File: config.mk
export PLATFORM = sky130hd
export DESIGN_NAME = alu_share_ctrl
export DESIGN_NICKNAME = d
export VERILOG_FILES = /design/src/rtl/alu_ctrl_pkg.sv /design/src/rtl/rr_arbiter_2.sv /design/src/rtl/alu_share_ctrl.sv
export SDC_FILE = /design/constraint.sdc
export NUM_CORES = 1
export LEC_CHECK = 0
export CELL_PAD_IN_SITES_DETAIL_PLACEMENT = 1
export CELL_PAD_IN_SITES_GLOBAL_PLACEMENT = 1
export CORE_MARGIN = 2
export CORE_UTILIZATION = 32
export CTS_CLUSTER_SIZE = 30
export DETAILED_ROUTE_END_ITERATION = 8
export GPL_TIMING_DRIVEN = 0
export PLACE_DENSITY = 0.95
export SYNTH_ARGS = -nofsm -noshare
export SYNTH_HDL_FRONTEND = slang
export SYNTH_SLANG_ARGS = --single-unit
File: constraint.sdc
create_clock -name CLK -period 2.8 [get_ports CLK]
set_input_delay 0.56 -clock CLK [delete_from_list [all_inputs] [get_ports CLK]]
set_output_delay 0.56 -clock CLK [all_outputs]
set_load 0.03 [all_outputs]
File: src/rtl/alu_ctrl_pkg.sv
// Shared definitions for the shared-ALU controller: opcodes, FSM encoding and
// the default MOD execution time.
package alu_ctrl_pkg;

    localparam logic [2:0] OP_AND = 3'b000;
    localparam logic [2:0] OP_OR  = 3'b001;
    localparam logic [2:0] OP_XOR = 3'b010;
    localparam logic [2:0] OP_NOR = 3'b011;
    localparam logic [2:0] OP_SLT = 3'b100;
    localparam logic [2:0] OP_ADD = 3'b101;
    localparam logic [2:0] OP_SUB = 3'b110;
    localparam logic [2:0] OP_MOD = 3'b111;

    localparam int MOD_LATENCY_DEFAULT = 40;

    typedef enum logic [1:0] {
        ST_IDLE = 2'd0,
        ST_EXEC = 2'd1,
        ST_RESP = 2'd2
    } state_t;

endpackage

File: src/rtl/rr_arbiter_2.sv
// Two-way round-robin grant: under contention the requester that did not win
// last time is chosen; a lone requester always wins.
module rr_arbiter_2 (
    input  logic [1:0] valid,
    input  logic       last_grant,
    output logic [1:0] grant
);

    always_comb begin
        grant[0] = valid[0] & (~valid[1] | last_grant);
        grant[1] = valid[1] & (~valid[0] | ~last_grant);
    end

endmodule

File: src/rtl/alu_share_ctrl.sv
// Arbitrates two requesters onto one external alu_32_bit, sequences the
// multi-cycle MOD via alu_reset, and holds the result until it is consumed.
module alu_share_ctrl
    import alu_ctrl_pkg::*;
#(
    parameter int MOD_LATENCY = MOD_LATENCY_DEFAULT
) (
    input  logic        CLK,
    input  logic        reset,
    input  logic        req0_valid,
    output logic        req0_ready,
    input  logic [31:0] req0_a,
    input  logic [31:0] req0_b,
    input  logic [2:0]  req0_op,
    input  logic        req1_valid,
    output logic        req1_ready,
    input  logic [31:0] req1_a,
    input  logic [31:0] req1_b,
    input  logic [2:0]  req1_op,
    output logic        rsp_valid,
    input  logic        rsp_ready,
    output logic [31:0] rsp_result,
    output logic        rsp_id,
    output logic [31:0] alu_a,
    output logic [31:0] alu_b,
    output logic [2:0]  alu_op,
    output logic        alu_reset,
    input  logic [31:0] alu_result,
    output logic        busy
);

    // The counter holds the number of EXEC cycles remaining after the current one.
    localparam logic [7:0] MOD_CNT_INIT = 8'(MOD_LATENCY - 1);

    state_t      state_q, state_d;
    logic [31:0] a_q, a_d;
    logic [31:0] b_q, b_d;
    logic [2:0]  op_q, op_d;
    logic        id_q, id_d;
    logic        last_grant_q, last_grant_d;
    logic [7:0]  cnt_q, cnt_d;
    logic [31:0] result_q, result_d;
    logic [1:0]  grant;

    rr_arbiter_2 u_arb (
        .valid      ({req1_valid, req0_valid}),
        .last_grant (last_grant_q),
        .grant      (grant)
    );

    always_comb begin
        state_d      = state_q;
        a_d          = a_q;
        b_d          = b_q;
        op_d         = op_q;
        id_d         = id_q;
        last_grant_d = last_grant_q;
        cnt_d        = cnt_q;
        result_d     = result_q;
        req0_ready   = 1'b0;
        req1_ready   = 1'b0;

        case (state_q)
            ST_IDLE: begin
                // Gate with reset so no handshake is advertised while held in reset.
                req0_ready = grant[0] & reset;
                req1_ready = grant[1] & reset;
                if (|grant) begin
                    a_d          = grant[1] ? req1_a  : req0_a;
                    b_d          = grant[1] ? req1_b  : req0_b;
                    op_d         = grant[1] ? req1_op : req0_op;
                    id_d         = grant[1];
                    last_grant_d = grant[1];
                    cnt_d        = ((grant[1] ? req1_op : req0_op) == OP_MOD) ? MOD_CNT_INIT : 8'd0;
                    state_d      = ST_EXEC;
                end
            end
            ST_EXEC: begin
                if (cnt_q == 8'd0) begin
                    result_d = alu_result;
                    state_d  = ST_RESP;
                end else begin
                    cnt_d = cnt_q - 8'd1;
                end
            end
            ST_RESP: begin
                if (rsp_ready) begin
                    state_d = ST_IDLE;
                end
            end
            default: state_d = ST_IDLE;
        endcase
    end

    always_ff @(posedge CLK or negedge reset) begin
        if (!reset) begin
            state_q      <= ST_IDLE;
            a_q          <= 32'd0;
            b_q          <= 32'd0;
            op_q         <= 3'd0;
            id_q         <= 1'b0;
            last_grant_q <= 1'b1;
            cnt_q        <= 8'd0;
            result_q     <= 32'd0;
        end else begin
            state_q      <= state_d;
            a_q          <= a_d;
            b_q          <= b_d;
            op_q         <= op_d;
            id_q         <= id_d;
            last_grant_q <= last_grant_d;
            cnt_q        <= cnt_d;
            result_q     <= result_d;
        end
    end

    always_comb begin
        alu_a      = (state_q == ST_EXEC) ? a_q  : 32'd0;
        alu_b      = (state_q == ST_EXEC) ? b_q  : 32'd0;
        alu_op     = (state_q == ST_EXEC) ? op_q : 3'd0;
        alu_reset  = !((state_q == ST_EXEC) && (op_q == OP_MOD));
        busy       = (state_q != ST_IDLE);
        rsp_valid  = (state_q == ST_RESP);
        rsp_result = result_q;
        rsp_id     = id_q;
    end

endmodule

### Yosys cells after proc, flatten, opt, wreduce, memory -nomap -nowiden

Index checks and enable logic that the tools add are counted.

| cells by class | value |
|---|---|
| $add $sub $neg | 1 |
| eq/ne operators | 8 |
| muxes and demuxes | 16 |
| bitwise operators | 9 |
| reductions and logical operators | 11 |

Operators by type and width:

| kind | count |
|---|---|
| $mux 32 | 4 |
| $mux 8 | 2 |
| $pmux 8 s2 | 1 |
| $logic_not 8->1 | 1 |
| $sub 8x1->8 const B | 1 |
| $eq 3x3->1 const B | 2 |
| $mux 2 | 3 |
| $mux 3 | 2 |
| $mux 6 | 1 |
| $ne 2x2->1 const B | 3 |
| $pmux 2 s3 | 1 |
| $reduce_and 3->1 | 2 |
| $and 1x1->1 | 4 |
| $reduce_and 2->1 | 2 |
| $reduce_bool 2->1 | 2 |
| $not 1->1 | 3 |
| $eq 2x1->1 const B | 1 |
| $eq 2x2->1 const B | 1 |
| $logic_not 2->1 | 1 |
| $mux 1 | 2 |
| $ne 2x1->1 const B | 1 |
| $or 1x1->1 | 2 |
| $reduce_or 2->1 | 1 |
| $logic_and 1x1->1 | 1 |
| $logic_not 1->1 | 1 |

| word-level totals | value |
|---|---|
| bits in registers | 111 |
| input bits | 171 |
| output and inout port bits | 105 |
| word-level logic and storage cells | 53 |

### Depth between registers and ports, before layout

Gate-level depths: netlist of the first run.

| logic depth | value |
|---|---|
| depth after elaboration | 8 |
| gate-level depth with buffers | 7 |

### Modules after synthesis

Synthesis of the first run repeated with hierarchy kept, for this count alone.

| unflattened totals | value |
|---|---|
| cells, all modules | 512 |
| area total of the unflattened synthesis | 5,407.7 um2 |

By module, submodules not included:

| module | times used | cells an instance | area each (um2) | sequential area each (um2) |
|---|---|---|---|---|
| alu_share_ctrl | 1 | 509 | 5,388.9 | 2,778.9 |
| rr_arbiter_2 | 1 | 3 | 18.8 | 0.0 |

### Least setup slack after synthesis of the first run

Ideal clock, no wire load.

| timing path | value |
|---|---|
| kind | in2out |
| start | input req1_valid |
| end | output req1_ready |
| arrival | 1.657 ns |
| required time | 2.240 ns |
| setup slack | 0.583 ns |
| stages on the path | 6 |
| path through | clkbuf_2 -> a21boi_1 -> buf_4 -> buf_6 -> buf_6 -> and3_1 |

| on the way | value |
|---|---|
| cells in the longest elaborated chain, start to end | 3 |

Ends and longest elaborated chain:

| element | RTL line | RTL |
|---|---|---|
| start: declaration | alu_share_ctrl.sv:15 | `input logic req1_valid,` |
| $and 1x1->1 | rr_arbiter_2.sv:11 | `grant[1] = valid[1] & (~valid[0] \| ~last_grant);` |
| $and 1x1->1 | alu_share_ctrl.sv:67 | `req1_ready = grant[1] & reset;` |
| $mux 1 | alu_share_ctrl.sv:63 | `case (state_q)` |
| end: declaration | alu_share_ctrl.sv:16 | `output logic req1_ready,` |

No other way between the ends.

### Final worst setup path of the first run

| timing path | value |
|---|---|
| start | register state_q[1] |
| end | output req0_ready |

| on the way | value |
|---|---|
| cells in the longest elaborated chain, start to end | 2 |

Ends and longest elaborated chain:

| element | RTL line | RTL |
|---|---|---|
| start: declaration | alu_share_ctrl.sv:35 | `state_t state_q, state_d;` |
| start signal: assignment | alu_share_ctrl.sv:106 | `state_q <= state_d;` |
| $logic_not 2->1 | alu_share_ctrl.sv:63 |  |
| $mux 1 | alu_share_ctrl.sv:63 |  |
| end: declaration | alu_share_ctrl.sv:11 | `output logic req0_ready,` |

No other way between the ends.

==> results of run 1 <==
-- synth_stat cells (3+ instances only) --
master    instances  area share, %
and2_1           68            7.6
mux2_4           29            7.8
nand2b_1          3           0.34
o21ai_0          68            6.1
mux2i_1          68             12
dfrtp_1         110             49
a21oi_1           8           0.72
buf_6             6            1.2
inv_1             8           0.54
nor2_1            4           0.27
buf_2             5           0.45
o21ai_1           3           0.27
clkbuf_1         21            1.4
nand2_1          70            4.7
mux2_2            3           0.61
nand3_1           5           0.45
-- area by class of cell --
| class | count | area, um2 | area share (%) |
|---|---|---|---|
| Sequential cell | 111 | 2780 | 32.1 |
| Multi-Input combinational cell | 360 | 2560 | 29.6 |
| Timing Repair Buffer | 275 | 2500 | 28.9 |
| Tap cell | 225 | 282 | 3.25 |
| Clock buffer | 11 | 253 | 2.92 |
| Buffer | 35 | 204 | 2.36 |
| Clock inverter | 5 | 38.8 | 0.448 |
| Inverter | 8 | 30.0 | 0.347 |
-- sequential cells by signal, summed over array words and instances (netlist names) --
register      cells
rsp_result       32
op_q              3
cnt_q             8
state_q           2
a_q              32
last_grant_q      1
rsp_id            1
b_q              32
-- timing repair --
action,in CTS,in global routing
gates resized for setup,94,102
endpoints found under the setup margin,69,60
pin swaps,1,1
-- final timing paths --
path | start | end | slack, ns | cells past startpoint
max in group asynchronous | reset | a_q[17] | 1.98 | 2
hold / removal | reset | rsp_result[24] | 0.15 | 1
setup / recovery | state_q[1] | req0_ready | 0.05 | 5
hold reg to reg | a_q[14] | a_q[14] | 0.48 | 2
min in group CLK | a_q[14] | a_q[14] | 0.48 | 2
setup reg to reg | cnt_q[0] | rsp_result[5] | 0.75 | 7
-- worst max-delay path, stage by stage, from the launching register on --
cell	delay, ns
dfrtp_1	0.46
nor2_2	0.31
nand2_1	0.09
a21oi_1	0.16
and2_1	0.15
clkdlybuf4s50_1	0.67
-- stage by stage --
stage                     hold WS [ns]  total power, mW  worst slack [ns]  TNS, ns  util, %
after floorplan                  0.264             6.08             0.583        0        -
after global placement           0.453             8.42             -3.82  -380.45     50.2
after detailed placement         0.462             8.66            -0.597   -15.84     50.3
after CTS                        0.174             9.60           0.00148        0     51.7
after global routing             0.191             9.97           -0.0680  -0.0680     50.6
final                            0.150             9.38            0.0531        0     50.6
-- routing by layer --
metal,vias up,share of wire (%)
met5,-,0
met4,0,2.3
met3,28,6.8
li1,2321,-
met2,176,52
met1,2397,39
-- cell families after synthesis --
kind of cell / synth area share, %
compound gates: 8.93
xor+xnor: 0.315
fa+ha+maj: 0.450
buf+inv: 3.98
flops: 50.0
mux: 20.7
simple gates: 15.7
-- report_power, final --
part	switching, mW	leakage, nW	internal, mW
registers	0.466	1.35	2.38
clock network	0.615	0.143	0.660
logic	3.16	2.51	2.09
-- placed cells by master (no fill, tap or decap), types with 8 or more instances in the layout --
cell type,n
clkdlybuf4s50_1,203
mux2_4,29
clkbuf_2,60
a21oi_1,8
dlygate4sd2_1,9
nand2_1,70
clkbuf_1,13
clkbuf_16,9
dfrtp_1,110
inv_1,8
mux2i_1,68
and2_1,68
o21ai_0,68
==> results.ini, run 1 <==
[finish]
syn_to_final_growth_pct=55.6
layout-drive-gt1-share_pct=16.9
num_antenna_cells=0
final_nets=973
num-fill-cells=1897
stdcell_area_um2=8650
final_cells=1030

[floorplanning]
start_util_pct=32.5
ios=276
fp.dieW_um=136
core_area_um2=17100
row_count=48
die-area_um2=18500
fp.dieH_um=136

[logic_synthesis]
ys_types=47
synth_seq_cells=111
postSynthAreaPerCell_um2=10.8
netlist_instances=514
synth_edf_count=0
ys_seq_area_share_pct=50.0
synthArstFlopShare_pct=100
synth_flop_cell=dfrtp_1
synth_nets=687
synth_warnings=0
syn-cell-area_um2=5560

[clock_tree]
cts_tree=built
htree_levels=3
cts_buffer_depth=2
path_clk_slew_ns=0.08
worstSkewPairLatency_ns=0.35
postCtsSetupRepairBufs=0
clkSinkCount=111
cts_made_buffers=9
root_buffer=clkbuf_16
postCtsHoldBufs=0

[global_routing]
top_usage_layer=met2
grtUsageMet3_pct=5.26
grt_first_pass_wirelength_um=29200
grt_overflow=0
grt_use_met2_pct=37.2
grt.total_usage_pct=20.6
antenna_found_initial=0
grt_max_degree=59
grt.met1_usage_pct=23.3
first_global_vias=5401

[critical_path]
cp-end-kind=output pin
critPathKind=flop to output pin
worstPathRequired_ns=2.24
critPathLaunchType=flop
path_max_fanout=8
arrival_ns=2.19

[place]
place_inst=1014
io_buffer_count=274
placed_cell_area_um2=8610
hpwl_um=14600
gp_congestion=0.769

[power]
peakVddDrop_v=0.000472
power_leakage_nw=4.00
pwr_density_cell_nw_per_um2=1080

[timing]
period_needed_ns=2.75
setup_viol_count_final=0
slew_headroom_pct=52.6
hold_viol_final=0
worstMarginPinSlew_ns=0.692
timing.final.crit_share_pct=98.1
max_freq_ghz=0.364
clock_skew_ns=0.00720
rsz0062_at_grt=true
drv_slew=0

[routing]
dr.pass1.iters=4
drcViolationCount=0
wl_per_cell_um=17.9
vias=4922
wirelength_um=18500
vias_per_cell=4.78
drtIter0Drc=171
postRouteAntennaNets=0

[outcome]
status=complete, no violations

[worst_hold_path]
hp-class=primary input to async pin

[flow_run]
cap_violations=0

No activity file was read; power rests on OpenSTA's default activity.
==> run 2: changes to the inputs <==
- CTS_BUF_LIST: not set -> sky130_fd_sc_hd__clkbuf_16
==> run 2 against run 1 <==
Net effect:
- maximum frequency grew 0.33%
- worst hold slack improved by 0.0031 ns
- sequential cell count is the same
- power is 0.43% lower
- setup slack better by 0.0089 ns
- largest cell class unchanged
- die area unchanged
- first-iteration DRC count shrank 11%
- combinational power about the same
- critical path depth is the same
- sequential share of layout area hardly changed
- clock power down 4%
==> results.ini, run 2 (same netlist as run 1, synthesis figures left out) <==
[critical_path]
arrival_ns=2.18
rr_startpoint=cnt_q[0]
rrSetupSlack_ns=0.76
cp-endpoint=req0_ready
worstPathRequired_ns=2.24
critPathKind=flop to output pin
reg2regPathDepth=7
r2r_end=rsp_result[5]
cp-end-kind=output pin
critPathLaunchType=flop
path_max_fanout=8
cp-startpoint=state_q[1]

[routing]
dr.pass1.iters=4
wl_per_cell_um=17.9
drtIter0Drc=153
drcViolationCount=0
postRouteAntennaNets=0
vias_per_cell=4.76
wirelength_um=18500
vias=4905

[timing]
setup_viol_count_final=0
slew_headroom_pct=52.0
period_needed_ns=2.74
timing.final.crit_share_pct=97.8
hold_viol_final=0
max_freq_ghz=0.365
clock_skew_ns=0.00608
rsz0062_at_grt=true
holdWs_ns=0.153
drv_slew=0
worstMarginPinSlew_ns=0.700

[place]
gp_congestion=0.769
io_buffer_count=274
place_inst=1014
hpwl_um=14600

[power]
power_leakage_nw=3.99
peakVddDrop_v=0.000472
finalPower_mw=9.34
pwr_density_cell_nw_per_um2=1080

[clock_tree]
cts_made_buffers=9
htree_levels=3
clkSinkCount=111
cts_buffer_depth=2
worstSkewPairLatency_ns=0.35
postCtsHoldBufs=0
root_buffer=clkbuf_16
path_clk_slew_ns=0.07
cts_tree=built

[global_routing]
grt_overflow=0
grt_first_pass_wirelength_um=29100
grt.total_usage_pct=20.6
grt_max_degree=59
antenna_found_initial=0
first_global_vias=5414

[worst_hold_path]
hp-class=primary input to async pin

[finish]
final_nets=973
layout_common_cells=clkdlybuf4s50_1 (203), dfrtp_1 (110), nand2_1 (70)
final_cells=1030
fin_util_pct=50.6
layout_commonest_cell=clkdlybuf4s50_1
syn_to_final_growth_pct=55.6
num_antenna_cells=0
layout-drive-gt1-share_pct=16.0

[floorplanning]
die-area_um2=18500
row_count=48
fp.dieH_um=136
fp.dieW_um=136
ios=276
start_util_pct=32.5
core_area_um2=17100

[flow_run]
cap_violations=0

[outcome]
status=complete, no violations

-- run 2: cell types whose count changed in the layout (fill, tap and decap cells not counted), sizes merged --
cell           previous run  this run
clkinv                    2         4
clkbuf                   85        79
clkdlybuf4s15             9        13
-- run 2: power by group --
group	total [mW]	switching, mW	internal (mW)
Clock	1.23	0.620	0.606
Sequential	2.85	0.464	2.38
Combinational	5.27	3.16	2.11
Total	9.34	4.25	5.10
-- run 2: area by class of cell --
class | instances | area, um2
Sequential cell | 111 | 2780
Inverter | 8 | 30.0
Timing Repair Buffer | 275 | 2520
Buffer | 35 | 204
Clock inverter | 7 | 46.3
Fill cell | 1895 | 8460
Tap cell | 225 | 282
Multi-Input combinational cell | 360 | 2560
Clock buffer | 9 | 225
-- run 2: what timing repair did --
action / in CTS / in global routing
setup buffers: 0 / 0
resized for setup: 87 / 104
setup endpoints to repair: 69 / 61
pin swaps: 1 / 1
-- run 2: metal layers --
layer / vias to the layer above / global-route usage (%) / wire length [um] / part of all wire (%)
li1: 2320 / - / - / -
met1: 2381 / 23.4 / 7130 / 39
met2: 178 / 36.7 / 9560 / 52
met3: 26 / 6.26 / 1390 / 7.5
met4: 0 / 6.89 / 378 / 2.0
met5: - / 0 / 0 / 0
-- run 2: critical path, stage by stage, from the launching register on --
cell	delay, ns
dfrtp_1	0.45
nor2_2	0.31
nand2_1	0.09
a21oi_1	0.16
and2_1	0.15
clkdlybuf4s50_1	0.67
-- run 2: worst min path at each step --
stage / from / to / slack, ns / cells after the start
floorplan: reset / a_q[0] / 0.26 / 0
detailed placement: a_q[14] / a_q[14] / 0.46 / 2
finish: reset / rsp_result[24] / 0.15 / 1
global route: reset / rsp_result[24] / 0.19 / 1
global placement: b_q[30] / b_q[30] / 0.45 / 2
CTS: reset / rsp_result[24] / 0.18 / 1
-- run 2: per-stage QoR --
step	TNS (ns)	instance area, um2	worst slack [ns]
2_1_floorplan	0	5560	0.583
5_1_grt	-0.0634	8650	-0.0634
3_3_place_gp	-380.45	8590	-3.82
6_report	0	8650	0.0621
4_1_cts	0	8820	0.000798
3_5_place_dp	-15.84	8610	-0.597
==> run 3: changes to the inputs <==
- TNS_END_PERCENT: not set -> 20
==> run 3 against run 2 <==
Net effect:
- final area grew 0.10%
- die area is the same
- utilization grew 0.051 points
- register-to-register slack is essentially flat
==> results.ini, run 3 (same netlist as run 1, synthesis figures left out) <==
[finish]
layout_common_cells=clkdlybuf4s50_1 (203), dfrtp_1 (110), nand2_1 (70)
final_cells=1030
layout-drive-gt1-share_pct=15.9
layout_commonest_cell=clkdlybuf4s50_1
final_nets=973
fin_util_pct=50.6
num-fill-cells=1894
syn_to_final_growth_pct=55.7
num_antenna_cells=0

[clock_tree]
path_clk_slew_ns=0.07
htree_levels=3
cts_tree=built
worstSkewPairLatency_ns=0.35
root_buffer=clkbuf_16
clkSinkCount=111
cts_made_buffers=9
cts_buffer_depth=2

[place]
io_buffer_count=274
gp_congestion=0.769
hpwl_um=14600
place_inst=1014

[flow_run]
cap_violations=0

[global_routing]
grt_max_degree=59
grt.total_usage_pct=20.6
grt_overflow=0
first_global_vias=5414
grt_first_pass_wirelength_um=29100
antenna_found_initial=0

[critical_path]
worstPathRequired_ns=2.24
cp-end-kind=output pin
critPathKind=flop to output pin
path_max_fanout=8
critPathLaunchType=flop
arrival_ns=2.18

[routing]
drtIter0Drc=163
vias_per_cell=4.77
dr.pass1.iters=4
wl_per_cell_um=17.9
postRouteAntennaNets=0
vias=4910
drcViolationCount=0
wirelength_um=18500

[timing]
slew_headroom_pct=52.0
rsz0062_at_grt=true
period_needed_ns=2.74
max_freq_ghz=0.365
fin_tns_setup_ns=0
drv_slew=0
timing.final.crit_share_pct=97.9
hold_viol_final=0
clock_skew_ns=0.00637
setup_viol_count_final=0
worstMarginPinSlew_ns=0.700

[floorplanning]
fp.dieW_um=136
core_area_um2=17100
die-area_um2=18500
start_util_pct=32.5
fp.dieH_um=136
ios=276
row_count=48

[power]
power_leakage_nw=4.00
peakVddDrop_v=0.000472
pwr_density_cell_nw_per_um2=1080

[worst_hold_path]
hp-class=primary input to async pin

[outcome]
status=complete, no violations

run 3: final timing paths:
| kind | slack, ns | from | endpoint | cells past startpoint |
|---|---|---|---|---|
| min | 0.15 | reset | rsp_result[24] | 1 |
| min reg2reg | 0.48 | a_q[14] | a_q[14] | 2 |
| min in group CLK | 0.48 | a_q[14] | a_q[14] | 2 |
| max in group asynchronous | 1.98 | reset | a_q[17] | 2 |
| max reg2reg | 0.76 | cnt_q[0] | rsp_result[5] | 7 |
| max | 0.06 | state_q[1] | req0_ready | 5 |
run 3: layer usage:
metal  up-vias  track usage [%]  part of all wire, %
li1       2317                -                    -
met1      2387             23.4                   39
met2       178             36.7                   52
met3        28             6.26                  7.1
met4         0             6.89                  2.1
met5         -                0                    0
run 3: repair_timing:
item / in CTS / in global routing
setup endpoints to repair: 69 / 61
resized for setup: 86 / 104
hold buffers: 0 / 0
hold endpoints to repair: 0 / 0
pin swaps: 0 / 1
setup buffers: 0 / 0
run 3: final cells by class:
cell class / instances / area, um2 / area share [%]
Timing Repair Buffer: 275 / 2530 / 29.2
Clock buffer: 9 / 225 / 2.60
Inverter: 8 / 30.0 / 0.347
Multi-Input combinational cell: 360 / 2560 / 29.6
Clock inverter: 7 / 46.3 / 0.534
Buffer: 35 / 204 / 2.35
Sequential cell: 111 / 2780 / 32.1
Tap cell: 225 / 282 / 3.25
run 3: where the power goes:
part	internal, mW	total, mW	leakage (nW)	switching (mW)
Combinational	2.11	5.28	2.51	3.17
Sequential	2.38	2.85	1.35	0.464
Clock	0.606	1.22	0.131	0.617
run 3: critical path: stages (launching register included):
cell and delay (ns):
dfrtp_1 0.45, nor2_2 0.31, nand2_1 0.09, a21oi_1 0.16, and2_1 0.15, clkdlybuf4s50_1 0.67
run 3: metrics by stage:
stage | hold slack, ns | setup WS (ns) | cell area [um2] | power, mW
2_1_floorplan | 0.264 | 0.583 | 5560 | 6.08
6_report | 0.154 | 0.0592 | 8660 | 9.35
3_3_place_gp | 0.453 | -3.82 | 8590 | 8.42
5_1_grt | 0.189 | -0.0633 | 8660 | 9.94
4_1_cts | 0.176 | -0.156 | 8820 | 9.53
3_5_place_dp | 0.462 | -0.597 | 8610 | 8.66
